[src/rtl/day1_stream_sequencer_if.sv]
// rtl/day1_stream_sequencer_if.sv - ASCII byte stream handshake bundle for the day-1 sequencer
interface day1_stream_sequencer_if;
  logic [7:0] in_data;
  logic       in_valid;
  logic       in_ready;
  logic       in_last;

  modport master (output in_data, output in_valid, output in_last, input in_ready);
  modport slave  (input in_data, input in_valid, input in_last, output in_ready);
endinterface

[src/rtl/day1_stream_sequencer.sv]
// rtl/day1_stream_sequencer.sv - ASCII line parser driving the day-1 accumulator strobe; optional stats via DAY1_SEQ_STATS_EN
module day1_stream_sequencer #(
  parameter int DATA_W        = 32,
  parameter int CNT_W         = 16,
  parameter int SETUP_CYCLES  = 1,
  parameter int STROBE_CYCLES = 1
) (
  input  logic                  clk,
  input  logic                  rst,
  input  logic                  start,
  day1_stream_sequencer_if.slave in_if,
  output logic [DATA_W-1:0]     par_input,
  output logic                  next_val,
  output logic                  busy,
  output logic                  done,
  output logic                  err_char,
  output logic                  err_ovf,
  output logic [CNT_W-1:0]      value_count,
  output logic [CNT_W-1:0]      group_count
);

  typedef enum logic [2:0] {IDLE, PARSE, SETUP, STROBE, HOLD, DONE} state_t;

  localparam int PH_W = 16;

  state_t            state;
  logic [DATA_W-1:0] acc;
  logic              digit_seen;
  logic              last_nonzero;
  logic              eof_pending;
  logic              ready_q;
  logic [PH_W-1:0]   phase;

  logic              start_ok;
  logic              accept;
  logic              is_digit;
  logic [DATA_W+3:0] wide_val;
  logic              ovf;
  logic              line_end;
  logic              flush;
  logic              eof_idle;
  logic              emit_req;
  logic [DATA_W-1:0] emit_val;
  logic              go_done;

  assign in_if.in_ready = ready_q;

  // Decode the current byte and decide whether this PARSE cycle emits, and what
  always_comb begin
    start_ok = start && ((state == IDLE) || (state == DONE));
    accept   = (state == PARSE) && ready_q && in_if.in_valid;
    is_digit = (in_if.in_data >= 8'h30) && (in_if.in_data <= 8'h39);
    wide_val = {4'b0000, acc} * (DATA_W+4)'(10) + {{DATA_W{1'b0}}, in_if.in_data[3:0]};
    ovf      = |wide_val[DATA_W+3:DATA_W];
    line_end = accept && (in_if.in_data == 8'h0A);
    // Stream ended with digits still pending: treat as an implicit line feed.
    flush    = (state == PARSE) && eof_pending && digit_seen;
    eof_idle = (state == PARSE) && eof_pending && !digit_seen;
    emit_req = 1'b0;
    emit_val = '0;
    go_done  = 1'b0;
    if ((line_end || flush) && digit_seen && (acc != '0)) begin
      emit_req = 1'b1;
      emit_val = acc;
    end else if (((line_end && !digit_seen) || eof_idle) && last_nonzero) begin
      // Separators only follow a value, so runs of blank lines collapse to one.
      emit_req = 1'b1;
      emit_val = '0;
    end
    go_done = eof_idle && !last_nonzero;
  end

  // Main control FSM: parse bytes, then run the setup/strobe/hold emit sequence
  always_ff @(posedge clk) begin
    if (rst) begin
      state        <= IDLE;
      par_input    <= '0;
      next_val     <= 1'b0;
      ready_q      <= 1'b0;
      busy         <= 1'b0;
      done         <= 1'b0;
      err_char     <= 1'b0;
      err_ovf      <= 1'b0;
      acc          <= '0;
      digit_seen   <= 1'b0;
      last_nonzero <= 1'b0;
      eof_pending  <= 1'b0;
      phase        <= '0;
    end else begin
      case (state)
        IDLE, DONE: begin
          if (start_ok) begin
            state        <= PARSE;
            ready_q      <= 1'b1;
            busy         <= 1'b1;
            done         <= 1'b0;
            err_char     <= 1'b0;
            err_ovf      <= 1'b0;
            acc          <= '0;
            digit_seen   <= 1'b0;
            last_nonzero <= 1'b0;
            eof_pending  <= 1'b0;
          end
        end
        PARSE: begin
          if (accept) begin
            if (in_if.in_last) begin
              eof_pending <= 1'b1;
              ready_q     <= 1'b0;
            end
            if (is_digit) begin
              acc        <= ovf ? '1 : wide_val[DATA_W-1:0];
              digit_seen <= 1'b1;
              if (ovf) err_ovf <= 1'b1;
            end else if (in_if.in_data == 8'h0A) begin
              if (digit_seen && (acc == '0)) err_char <= 1'b1;
              acc        <= '0;
              digit_seen <= 1'b0;
            end else if (in_if.in_data != 8'h0D) begin
              err_char <= 1'b1;
            end
          end
          if (flush) begin
            if (acc == '0) err_char <= 1'b1;
            acc        <= '0;
            digit_seen <= 1'b0;
          end
          if (emit_req) begin
            par_input    <= emit_val;
            last_nonzero <= (emit_val != '0);
            ready_q      <= 1'b0;
            phase        <= '0;
            state        <= SETUP;
          end else if (go_done) begin
            state <= DONE;
            busy  <= 1'b0;
            done  <= 1'b1;
          end
        end
        SETUP: begin
          if (phase == PH_W'(SETUP_CYCLES - 1)) begin
            phase    <= '0;
            next_val <= 1'b1;
            state    <= STROBE;
          end else begin
            phase <= phase + PH_W'(1);
          end
        end
        STROBE: begin
          if (phase == PH_W'(STROBE_CYCLES - 1)) begin
            phase    <= '0;
            next_val <= 1'b0;
            state    <= HOLD;
          end else begin
            phase <= phase + PH_W'(1);
          end
        end
        HOLD: begin
          state   <= PARSE;
          ready_q <= !eof_pending;
        end
        default: state <= IDLE;
      endcase
    end
  end

`ifdef DAY1_SEQ_STATS_EN
  logic [CNT_W-1:0] value_q;
  logic [CNT_W-1:0] group_q;

  // Count emitted values and separators for the current run
  always_ff @(posedge clk) begin
    if (rst || start_ok) begin
      value_q <= '0;
      group_q <= '0;
    end else if (emit_req) begin
      if (emit_val != '0) value_q <= value_q + CNT_W'(1);
      else                group_q <= group_q + CNT_W'(1);
    end
  end

  assign value_count = value_q;
  assign group_count = group_q;
`else
  assign value_count = '0;
  assign group_count = '0;
`endif

endmodule

[src/flat_wrapper.sv]
// flat-port wrapper written by rule: the top's interface ports become plain ports
module day1_stream_sequencer_flat 
#(
  parameter int DATA_W        = 32,
  parameter int CNT_W         = 16,
  parameter int SETUP_CYCLES  = 1,
  parameter int STROBE_CYCLES = 1
)
  (clk, rst, start, par_input, next_val, busy, done, err_char, err_ovf, value_count, group_count, in_if_in_data, in_if_in_valid, in_if_in_last, in_if_in_ready);
  day1_stream_sequencer_if in_if_i ();
  input  logic clk;
  input  logic rst;
  input  logic start;
  output logic [DATA_W-1:0] par_input;
  output logic next_val;
  output logic busy;
  output logic done;
  output logic err_char;
  output logic err_ovf;
  output logic [CNT_W-1:0] value_count;
  output logic [CNT_W-1:0] group_count;
  input wire logic [$bits(in_if_i.in_data)-1:0] in_if_in_data;
  input wire logic [$bits(in_if_i.in_valid)-1:0] in_if_in_valid;
  input wire logic [$bits(in_if_i.in_last)-1:0] in_if_in_last;
  output wire logic [$bits(in_if_i.in_ready)-1:0] in_if_in_ready;
  assign in_if_i.in_data = in_if_in_data;
  assign in_if_i.in_valid = in_if_in_valid;
  assign in_if_i.in_last = in_if_in_last;
  assign in_if_in_ready = in_if_i.in_ready;
  day1_stream_sequencer #(.DATA_W(DATA_W), .CNT_W(CNT_W), .SETUP_CYCLES(SETUP_CYCLES), .STROBE_CYCLES(STROBE_CYCLES)) u_core (.clk(clk), .rst(rst), .start(start), .in_if(in_if_i), .par_input(par_input), .next_val(next_val), .busy(busy), .done(done), .err_char(err_char), .err_ovf(err_ovf), .value_count(value_count), .group_count(group_count));
endmodule
[config.mk]
export PLATFORM = sky130hd
export DESIGN_NAME = day1_stream_sequencer_flat
export DESIGN_NICKNAME = d
export VERILOG_FILES = /design/src/rtl/day1_stream_sequencer_if.sv /design/src/rtl/day1_stream_sequencer.sv /design/src/flat_wrapper.sv
export SDC_FILE = /design/constraint.sdc
export NUM_CORES = 1
export LEC_CHECK = 0
export ABC_AREA = 1
export ABC_CLOCK_PERIOD_IN_PS = 3400
export CAP_MARGIN = 20
export CORE_MARGIN = 2
export CORE_UTILIZATION = 32
export CTS_BUF_LIST = sky130_fd_sc_hd__clkbuf_8
export CTS_CLUSTER_DIAMETER = 100
export DETAILED_ROUTE_END_ITERATION = 6
export SLEW_MARGIN = 20
export SYNTH_ARGS = -nofsm -noshare
export SYNTH_HDL_FRONTEND = slang
export SYNTH_SLANG_ARGS = --single-unit
[constraint.sdc]
create_clock -name clk -period 3.4 [get_ports clk]
set_input_delay 0.68 -clock clk [delete_from_list [all_inputs] [get_ports clk]]
set_output_delay 0.68 -clock clk [all_outputs]
set_load 0.02 [all_outputs]
==> results.ini <==
[placement]
routabilityCongestion = 0.9287
placed_cells = 1909
post_dp_cell_area_sq_um = 10810
place_hpwl_mm = 21.03
io_buffers = 50

[global_routing]
grt_util_all_layers = 0.1789
busiest_layer = met2
grt_pass1_vias = 8817
use_met3 = 0.01116
antenna_found_initial = 0
grt_max_degree = 41
use_met2 = 0.3028
globalRouteMet1Util = 0.2478
grt_pass1_wl_mm = 42.26
grt_overflow = 0

[power_and_ir_drop]
powerDensity_nw_per_um2 = 202.2
intPower_mw = 1.736
peakVddDrop_v = 0.0001764
comb_power_share = 0.193
pwr-share-clk = 0.358
power.switching_uw = 783.5
swShare = 0.3110
leakagePower_nw = 5.811
pwr-share-seq = 0.449

[route]
drt_iter0_drc = 644
drc_errors = 0
wire_per_inst_microns = 14.04
antenna_left = 0
vias_per_cell = 4.842
first_pass_iters = 5
dr_total_vias = 9437
routed_wl_mm = 27.36

[clock_tree]
clkSinkCount = 92
h-tree-depth = 3
hold_buffers = 0
cts_root_buf = clkbuf_8
clk_pin_slew_worst_paths_ps = 90
insertion_delay_ps = 370
cts_tree = yes
cts_buffers = 9
cts.path.max_buffers = 2

[timing]
tightest_slew_ps = 652.8
fin_worst_skew_ps = 9.528
slew_headroom = 0.5642
max_freq_mhz = 290.9
finalSetupViolCount = 18
finalCritPeriodShare = 1.011
layout_min_cycle_time_ps = 3437
drv_slew = 0
setup_ws_ps = -37.04
rsz0062_at_grt = yes
hold_viol = 0

[min_path]
hp-class = register to register

[floorplanning]
num_io_pins = 83
std_cell_rows = 60
die_area_sq_um = 28880
die_w_microns = 169.9
die_h_microns = 169.9
core_sq_um = 27030
initial_utilization = 0.3261

[logic_synthesis]
synth_top_family_by_area = simple AND/OR/NAND/NOR gates
synth_area_sq_um = 8812
synth-simple-area-share = 0.4243
synth_common_cells = nand2_1 (399), inv_1 (190), nor2_1 (95)
synthXorXnorAreaFrac = 0.03280
synth_top_area_cell = dfxtp_1
synth_most_common_cell = nand2_1
synthFlopType = dfxtp_1
synth_cell_types = 49
synth_seq_area_share = 0.2090
synth_edf_count = 0
ys_ff_latch = 92
syn_inst = 1372
synthAdderAreaFrac = 0.09683
synthArstFlopShare = 0
yosys.area.top_type_share = 0.2090
synth_compound_area_frac = 0.09612
syn_area_per_cell_sq_um = 6.423
synth_warnings = 0
synth_area_leaders = dfxtp_1 (21%), nand2_1 (17%), ha_1 (9.2%)
muxShareOfSynthArea = 0

[final_layout]
final_area_sq_um = 12460
final_layout_size_suffix_gt1_frac = 0.3489
fin_cells = 1949
layout.area.seq_sq_um = 1881
area_growth_pct = 41.39
nFillCells = 2694
diodes = 0
nets = 1683
multi_input_area_sq_um = 6924

[critical_path]
crit_path_start_kind = register
path_max_fanout = 7
crit_path_end_kind = register
arrival_ps = 3670
required_ps = 3640
setup.worst_path.class = register to register

[status]
status = complete, but fails checks
violations = negative setup slack

[run]
maxCapViolCount = 0

-- per-layer routing --
metal | vias up | share of wire
met5 | - | 0
met3 | 33 | 0.031
met4 | 0 | 0.019
li1 | 4811 | -
met2 | 175 | 0.47
met1 | 4418 | 0.48
-- timing repair --
action                     in CTS  in global routing
setup endpoints to repair      33                 33
gates resized for setup        49                207
buffers inserted                6                 13
pin swaps                      14                 71
gates cloned                    1                  5
-- power groups by stage --
stage	clock, mW	combinational [mW]	sequential, mW
3_3_place_gp	0	0.474	1.16
6_report	0.902	0.487	1.13
5_1_grt	0.958	0.537	1.14
4_1_cts	0.922	0.477	1.13
3_5_place_dp	0	0.475	1.16
2_1_floorplan	0	0.345	1.17
-- layout make-up --
type / count / share of cell area
multi-input cells: 1038 / 0.5557
well taps: 341 / 0.03424
clock buffers: 9 / 0.009942
flip-flops and latches: 92 / 0.1509
repair buffers: 256 / 0.1772
inverters: 206 / 0.06206
clock inverters: 7 / 0.009841
-- final timing paths --
check | slack (ps) | start | cells after the start | to
hold / removal | 450 | u_core.next_val$_SDFFE_PP0P_ | 2 | u_core.next_val$_SDFFE_PP0P_
setup / recovery | -40 | u_core.acc[18]$_SDFFE_PP0P_ | 20 | u_core.acc[8]$_SDFFE_PP0P_
hold reg to reg | 450 | u_core.next_val$_SDFFE_PP0P_ | 2 | u_core.next_val$_SDFFE_PP0P_
setup reg to reg | -40 | u_core.acc[18]$_SDFFE_PP0P_ | 20 | u_core.acc[8]$_SDFFE_PP0P_
-- cells by family (layout without fill, tap and decap cells) --
kind of cell	Yosys count	in the layout
simple gates	775	775
buf+inv	273	478
compound gates	134	134
flops	92	92
fa+ha+maj	67	67
xor+xnor	30	30
other cells	1	32
-- state kept, by name, summed over array words and instances, names as in the netlist --
name	count
u_core.acc	32
u_core.par_input	32
u_core.phase	16
u_core.state	3
u_core.busy	1
u_core.digit_seen	1
u_core.done	1
u_core.eof_pending	1
u_core.err_char	1
u_core.err_ovf	1
u_core.in_if.in_ready	1
u_core.last_nonzero	1
u_core.next_val	1
-- worst max-delay path, cell delays in order (launching register included) --
cell and delay [ps]:
dfxtp_2 370, ha_1 340, ha_4 300, nand2_1 90
nor2_1 150, inv_1 70, nor2_1 310, nand2_1 190
nand4_1 150, nand2_2 100, nor2_4 100, nand2_1 90
nor2_4 130, nand3_2 90, nand2_2 100, nand2_4 70
nor2_8 250, clkbuf_16 220, nand3_4 70, nand2_2 70
a21oi_2 50
-- metrics by stage --
stage | setup slack (ps) | total power, mW | util | TNS, ps | hold slack [ps]
global placement | -273.4 | 1.631 | 0.4000 | -8253 | 434.6
CTS | 5.898 | 2.532 | 0.4186 | 0 | 459.1
detailed placement | -359.0 | 1.633 | 0.4000 | -10770 | 445.1
global route | -193.9 | 2.631 | 0.4610 | -5497 | 472.8
finish | -37.04 | 2.520 | 0.4610 | -345.3 | 454.0
floorplan | 5.215 | 1.517 | - | 0 | 452.5
-- cell usage in the layout, fill, tap and decap left out, types with 35 or more instances in the layout --
cell	Yosys	layout
buf_4	36	188
dfxtp_1	92	65
nand2_1	399	340
nand2_2	48	95
nand4_1	55	55
nand3_1	77	55
nand3_2	35	35
a21oi_1	72	64
a21oi_2	30	37
clkdlybuf4s50_1	0	49
nor2_1	95	68
inv_1	190	184
(Power assumes the default switching activity.)
==> patch 1 (same settings) <==
`PH_W`: 16 -> 32.
--- a/src/rtl/day1_stream_sequencer.sv
+++ b/src/rtl/day1_stream_sequencer.sv
@@ -23,3 +23,3 @@
 
-  localparam int PH_W = 16;
+  localparam int PH_W = 32;
 
Check against the original RTL: no difference found for any inputs over 4 cycles, from zero or initial values and one cycle with rst high; that may be too few to reach the edited logic, so the function may still have changed.
==> patch 1 against the original RTL <==
The run still ends with setup timing left. Routed wire length increased by 20%. Non-clock buffer count increased by 58. Setup slack got worse by 0.023 ns. Global-route usage increased by 2.0 points. Power decreased by 4.3%. Sequential cell count increased by 16. Highest routed layer unchanged. Combinational power decreased by 26%. Critical path type unchanged. Sequential share of layout area increased by 0.85 points. Area after synthesis increased by 6.8%. Final area increased by 13%.
==> patch 1: results (changes against the original RTL) <==
Status: finished, violations left (unchanged). Violated checks: setup timing (unchanged). The filler cell count is 2,734 (was 2,694). Registers with the most flip-flops: u_core.acc (32), u_core.par_input (32), u_core.phase (32) (was u_core.acc (32), u_core.par_input (32), u_core.phase (16)). The wire length of the first global-routing pass came out at 50,000 um (was 42,260 um). The non-filler instance count after layout came out at 2,226 (was 1,949).

The path depth of the worst reg2reg path is 23 (was 20). The final weighted congestion in routability-driven placement came out at 0.9281 (was 0.9287). The area share of the leading cell type in the synthesized netlist came out at 22.97% (was 20.90%).

The pin count of the biggest net entering global routing came to 51 (was 41). The clock latency reported for the late side of the worst-skew pair came out at 0.39 ns (was 0.37 ns). The final worst-path setup slack came out at -0.05972 ns (was -0.03704 ns). The clock skew came out at 0.01786 ns (was 0.009528 ns). The worst-case vdd ir drop came out at 0.2079 mV (was 0.1764 mV). The final-layout worst hold slack is 0.4686 ns (was 0.4540 ns).

The leakage power is 6.273 nW (was 5.811 nW). The sink of the worst hold path is u_core.par_input[8]$_SDFFE_PP0P_ (was u_core.next_val$_SDFFE_PP0P_). The setup violation total in the final timing report came out at 5 (was 18). The total number of vias is 10,888 (was 9,437). The synthesized-area fraction occupied by adder cells came out at 9.064% (was 9.683%).

The power spent charging and discharging nets is 0.7687 mW (was 0.7835 mW). The overall routing resource usage came out at 19.93% (was 17.89%). The area share of xor/xnor cells in the synthesized design came out at 3.615% (was 3.280%). The proportion of layout cells with a drive suffix above 1 was 34.15% (was 34.89%). The final net count was 1,917 (was 1,683).

The number of unique standard cell types used by synthesis is 48 (was 49). The destination of the critical timing path was u_core.acc[12]$_SDFFE_PP0P_ (was u_core.acc[8]$_SDFFE_PP0P_). The post-CTS clock slew at the launch and capture registers of the worst setup and hold paths is 0.11 ns (was 0.09 ns). The remaining max-slew budget at the tightest pin was 55.22% (was 56.42%). The post-synthesis compound-gate area fraction is 8.480% (was 9.612%).
## patch 1: cell type report
type | instances | share of cell area (%)
Multi-Input combinational cell | 1186 | 54.84
Timing Repair Buffer | 314 | 18.66
Sequential cell | 108 | 15.95
Inverter | 218 | 5.815
Tap cell | 384 | 3.404
Clock buffer | 9 | 0.8776
Clock inverter | 7 | 0.4521
## patch 1: cells by family after synthesis
logic type / after synthesis
DFF: 108
other: 1
AOI/OAI and AO/OA: 145
and+or+nand+nor: 902
adders and majority gates: 67
buffers and inverters: 284
xor gates and xnor gates: 38
## patch 1: power by group through the flow
stage               clock, mW  combinational (mW)  sequential, mW
floorplan                   0               0.267            1.34
global placement            0               0.351            1.33
detailed placement          0               0.354            1.33
CTS                     0.777               0.356            1.30
global route            0.841               0.403            1.29
finish                  0.770               0.359            1.28
## patch 1: per-layer routing
| metal | vias to the layer above | routed length (um) | track usage (%) |
|---|---|---|---|
| met2 | 272 | 15910 | 34.38 |
| li1 | 5492 | - | - |
| met1 | 5067 | 14950 | 26.75 |
| met3 | 57 | 1335 | 1.623 |
| met4 | 0 | 690 | 5.303 |
| met5 | - | 0 | 0 |
## patch 1: per-stage QoR
step	total power [mW]	setup TNS (ns)	util [%]
final	2.412	-0.09228	48.91
after global routing	2.530	-4.805	48.91
after CTS	2.432	-0.5542	43.76
after detailed placement	1.683	-21.39	40.49
after global placement	1.680	-20.11	40.49
after floorplan	1.604	0	-
## patch 1: repair_timing
item | CTS | global route
setup buffers | 30 | 25
setup endpoints to repair | 33 | 33
hold buffers | 0 | 0
gates resized for setup | 91 | 277
pin swaps | 14 | 46
gates cloned | 4 | 1
==> patch 2 (same flow settings) <==
Without the edit above. Put one more register stage on the output `err_ovf`, without a reset. The value now appears one clock later. The other outputs are not delayed to match.
--- a/src/rtl/day1_stream_sequencer.sv
+++ b/src/rtl/day1_stream_sequencer.sv
@@ -24,2 +24,4 @@
   localparam int PH_W = 16;
+
+  logic err_ovf_s0;
 
@@ -82,3 +84,3 @@
       err_char     <= 1'b0;
-      err_ovf      <= 1'b0;
+      err_ovf_s0   <= 1'b0;
       acc          <= '0;
@@ -97,3 +99,3 @@
             err_char     <= 1'b0;
-            err_ovf      <= 1'b0;
+            err_ovf_s0   <= 1'b0;
             acc          <= '0;
@@ -113,3 +115,3 @@
               digit_seen <= 1'b1;
-              if (ovf) err_ovf <= 1'b1;
+              if (ovf) err_ovf_s0 <= 1'b1;
             end else if (in_if.in_data == 8'h0A) begin
@@ -188,2 +190,6 @@
 
+  always_ff @(posedge clk) begin
+    err_ovf <= err_ovf_s0;
+  end
+
 endmodule
Check against the original RTL: same outputs for any inputs over 4 cycles, from zero or initial values and one cycle with rst high; that may be too few to reach the edited logic, so the function may still have changed.
==> patch 2 against the original RTL <==
The flow still finishes with violations (setup timing). Final area decreased by 6.0%. Critical path depth grew 7. Setup slack got worse by 0.036 ns. Power down 6.9%. Sequential cell count rose by 1. Area after synthesis shrank 5.5%. Routed wire length is 3.3% lower. Synthesized cell count increased by 1.3%. Critical endpoint is now u_core.acc[7]$_SDFFE_PP0P_. Largest power group unchanged. Highest routed layer unchanged.
==> patch 2: results (changes against the original RTL) <==
Most area-consuming cells after synthesis: sky130_fd_sc_hd__dfxtp_1 (22%), sky130_fd_sc_hd__nand2_1 (21%), sky130_fd_sc_hd__ha_1 (9.8%), sky130_fd_sc_hd__nand3_1 (8.9%), sky130_fd_sc_hd__inv_1 (8.7%) (was sky130_fd_sc_hd__dfxtp_1 (21%), sky130_fd_sc_hd__nand2_1 (17%), sky130_fd_sc_hd__ha_1 (9.2%), sky130_fd_sc_hd__inv_1 (8.1%), sky130_fd_sc_hd__nand3_1 (4.4%)). The leakage power was 5.594 nW (was 5.811 nW). Violated checks: setup timing (unchanged). The setup violation total in the final timing report came out at 33 (was 18).

The data arrival time at the worst-slack endpoint came out at 3.73 ns (was 3.67 ns). Leading cell types by count after synthesis: sky130_fd_sc_hd__nand2_1 (459), sky130_fd_sc_hd__inv_1 (193), sky130_fd_sc_hd__nand3_1 (148) (was sky130_fd_sc_hd__nand2_1 (399), sky130_fd_sc_hd__inv_1 (190), sky130_fd_sc_hd__nor2_1 (95)). The final net count came out at 1,708 (was 1,683). The total number of vias came out at 9,324 (was 9,437). The placed instance count came out at 1,932 (was 1,909). The post-synthesis area per instance came out at 5.990 um2 (was 6.423 um2). The length of routed met3 wiring is 849 um (was 839 um). The placement-stage cell area came out at 10,390 um2 (was 10,810 um2).

The wire length of the first global-routing pass is 41,880 um (was 42,260 um). The overall routing resource usage is 19.10% (was 17.89%). Status: finished, violations left (unchanged). The proportion of synthesized chip area in sequential cells came out at 22.36% (was 20.90%). The proportion of layout cells with a drive suffix above 1 came out at 27.43% (was 34.89%). The remaining max-slew budget at the tightest pin is 64.84% (was 56.42%). The maximum fanout along the worst path came out at 9 (was 7). The clock skew was 0.02072 ns (was 0.009528 ns). The pin count of the biggest net entering global routing came out at 36 (was 41).

The final weighted congestion in routability-driven placement is 0.9132 (was 0.9287). The path depth of the worst reg2reg path is 27 (was 20). The first-pass iteration count of the detailed router is 7 (was 5). The sum of met2 wire segment lengths after detailed routing came out at 12,340 um (was 12,940 um).

The number of violations reported at the end of detailed-routing iteration 0 is 606 (was 644). The final worst-path setup slack came to -0.07321 ns (was -0.03704 ns).
patch 2: changes by cell type in the layout (fill, tap and decap cells not counted), sizes merged, moves of 3 or more:
cell    change
nand4      -39
nand3      +37
nand2      +24
nor2       +12
o21ai       -4
buf         +3
clkinv      -3
patch 2: what timing repair did:
action / CTS / global route
gates resized for setup: 74 / 140
gates cloned: 3 / 1
buffers inserted: 6 / 10
pin swaps: 13 / 38
endpoints found under the setup margin: 33 / 33
patch 2: how the worst min path moves through the flow:
stage                                         startpoint                      to  slack [ns]  cells after the start
after global routing      u_core.err_ovf_s0$_SDFFE_PP0P_  u_core.err_ovf$_DFF_P_        0.38                      0
after global placement    u_core.err_ovf_s0$_SDFFE_PP0P_  u_core.err_ovf$_DFF_P_        0.36                      0
after CTS                 u_core.err_ovf_s0$_SDFFE_PP0P_  u_core.err_ovf$_DFF_P_        0.37                      0
after detailed placement  u_core.err_ovf_s0$_SDFFE_PP0P_  u_core.err_ovf$_DFF_P_        0.36                      0
after floorplan           u_core.err_ovf_s0$_SDFFE_PP0P_  u_core.err_ovf$_DFF_P_        0.33                      0
final                     u_core.err_ovf_s0$_SDFFE_PP0P_  u_core.err_ovf$_DFF_P_        0.38                      0
patch 2: kinds of logic after synthesis:
group	after synthesis	synth area share, %
and+or+nand+nor	805	41.66
buffers and inverters	266	13.99
AOI/OAI and AO/OA	128	8.446
DFF	93	22.36
adders and majority gates	67	10.25
xor gates and xnor gates	30	3.246
other	1	0.04504
patch 2: power breakdown:
part           switching (mW)  internal (mW)
registers              0.0201           1.11
clock network           0.415          0.417
logic                   0.273          0.115
patch 2: per-layer routing:
layer	up-vias	track usage, %
li1	4835	-
met1	4269	26.27
met2	192	33.09
met3	28	1.149
met4	0	3.840
met5	-	0
patch 2: area by class of cell:
| type | instances | area (um2) |
|---|---|---|
| Clock buffer | 9 | 123.9 |
| Clock inverter | 7 | 97.59 |
| Fill cell | 2683 | 14120 |
| Inverter | 204 | 765.7 |
| Multi-Input combinational cell | 1063 | 6246 |
| Sequential cell | 93 | 1913 |
| Tap cell | 335 | 419.2 |
| Timing Repair Buffer | 257 | 2147 |
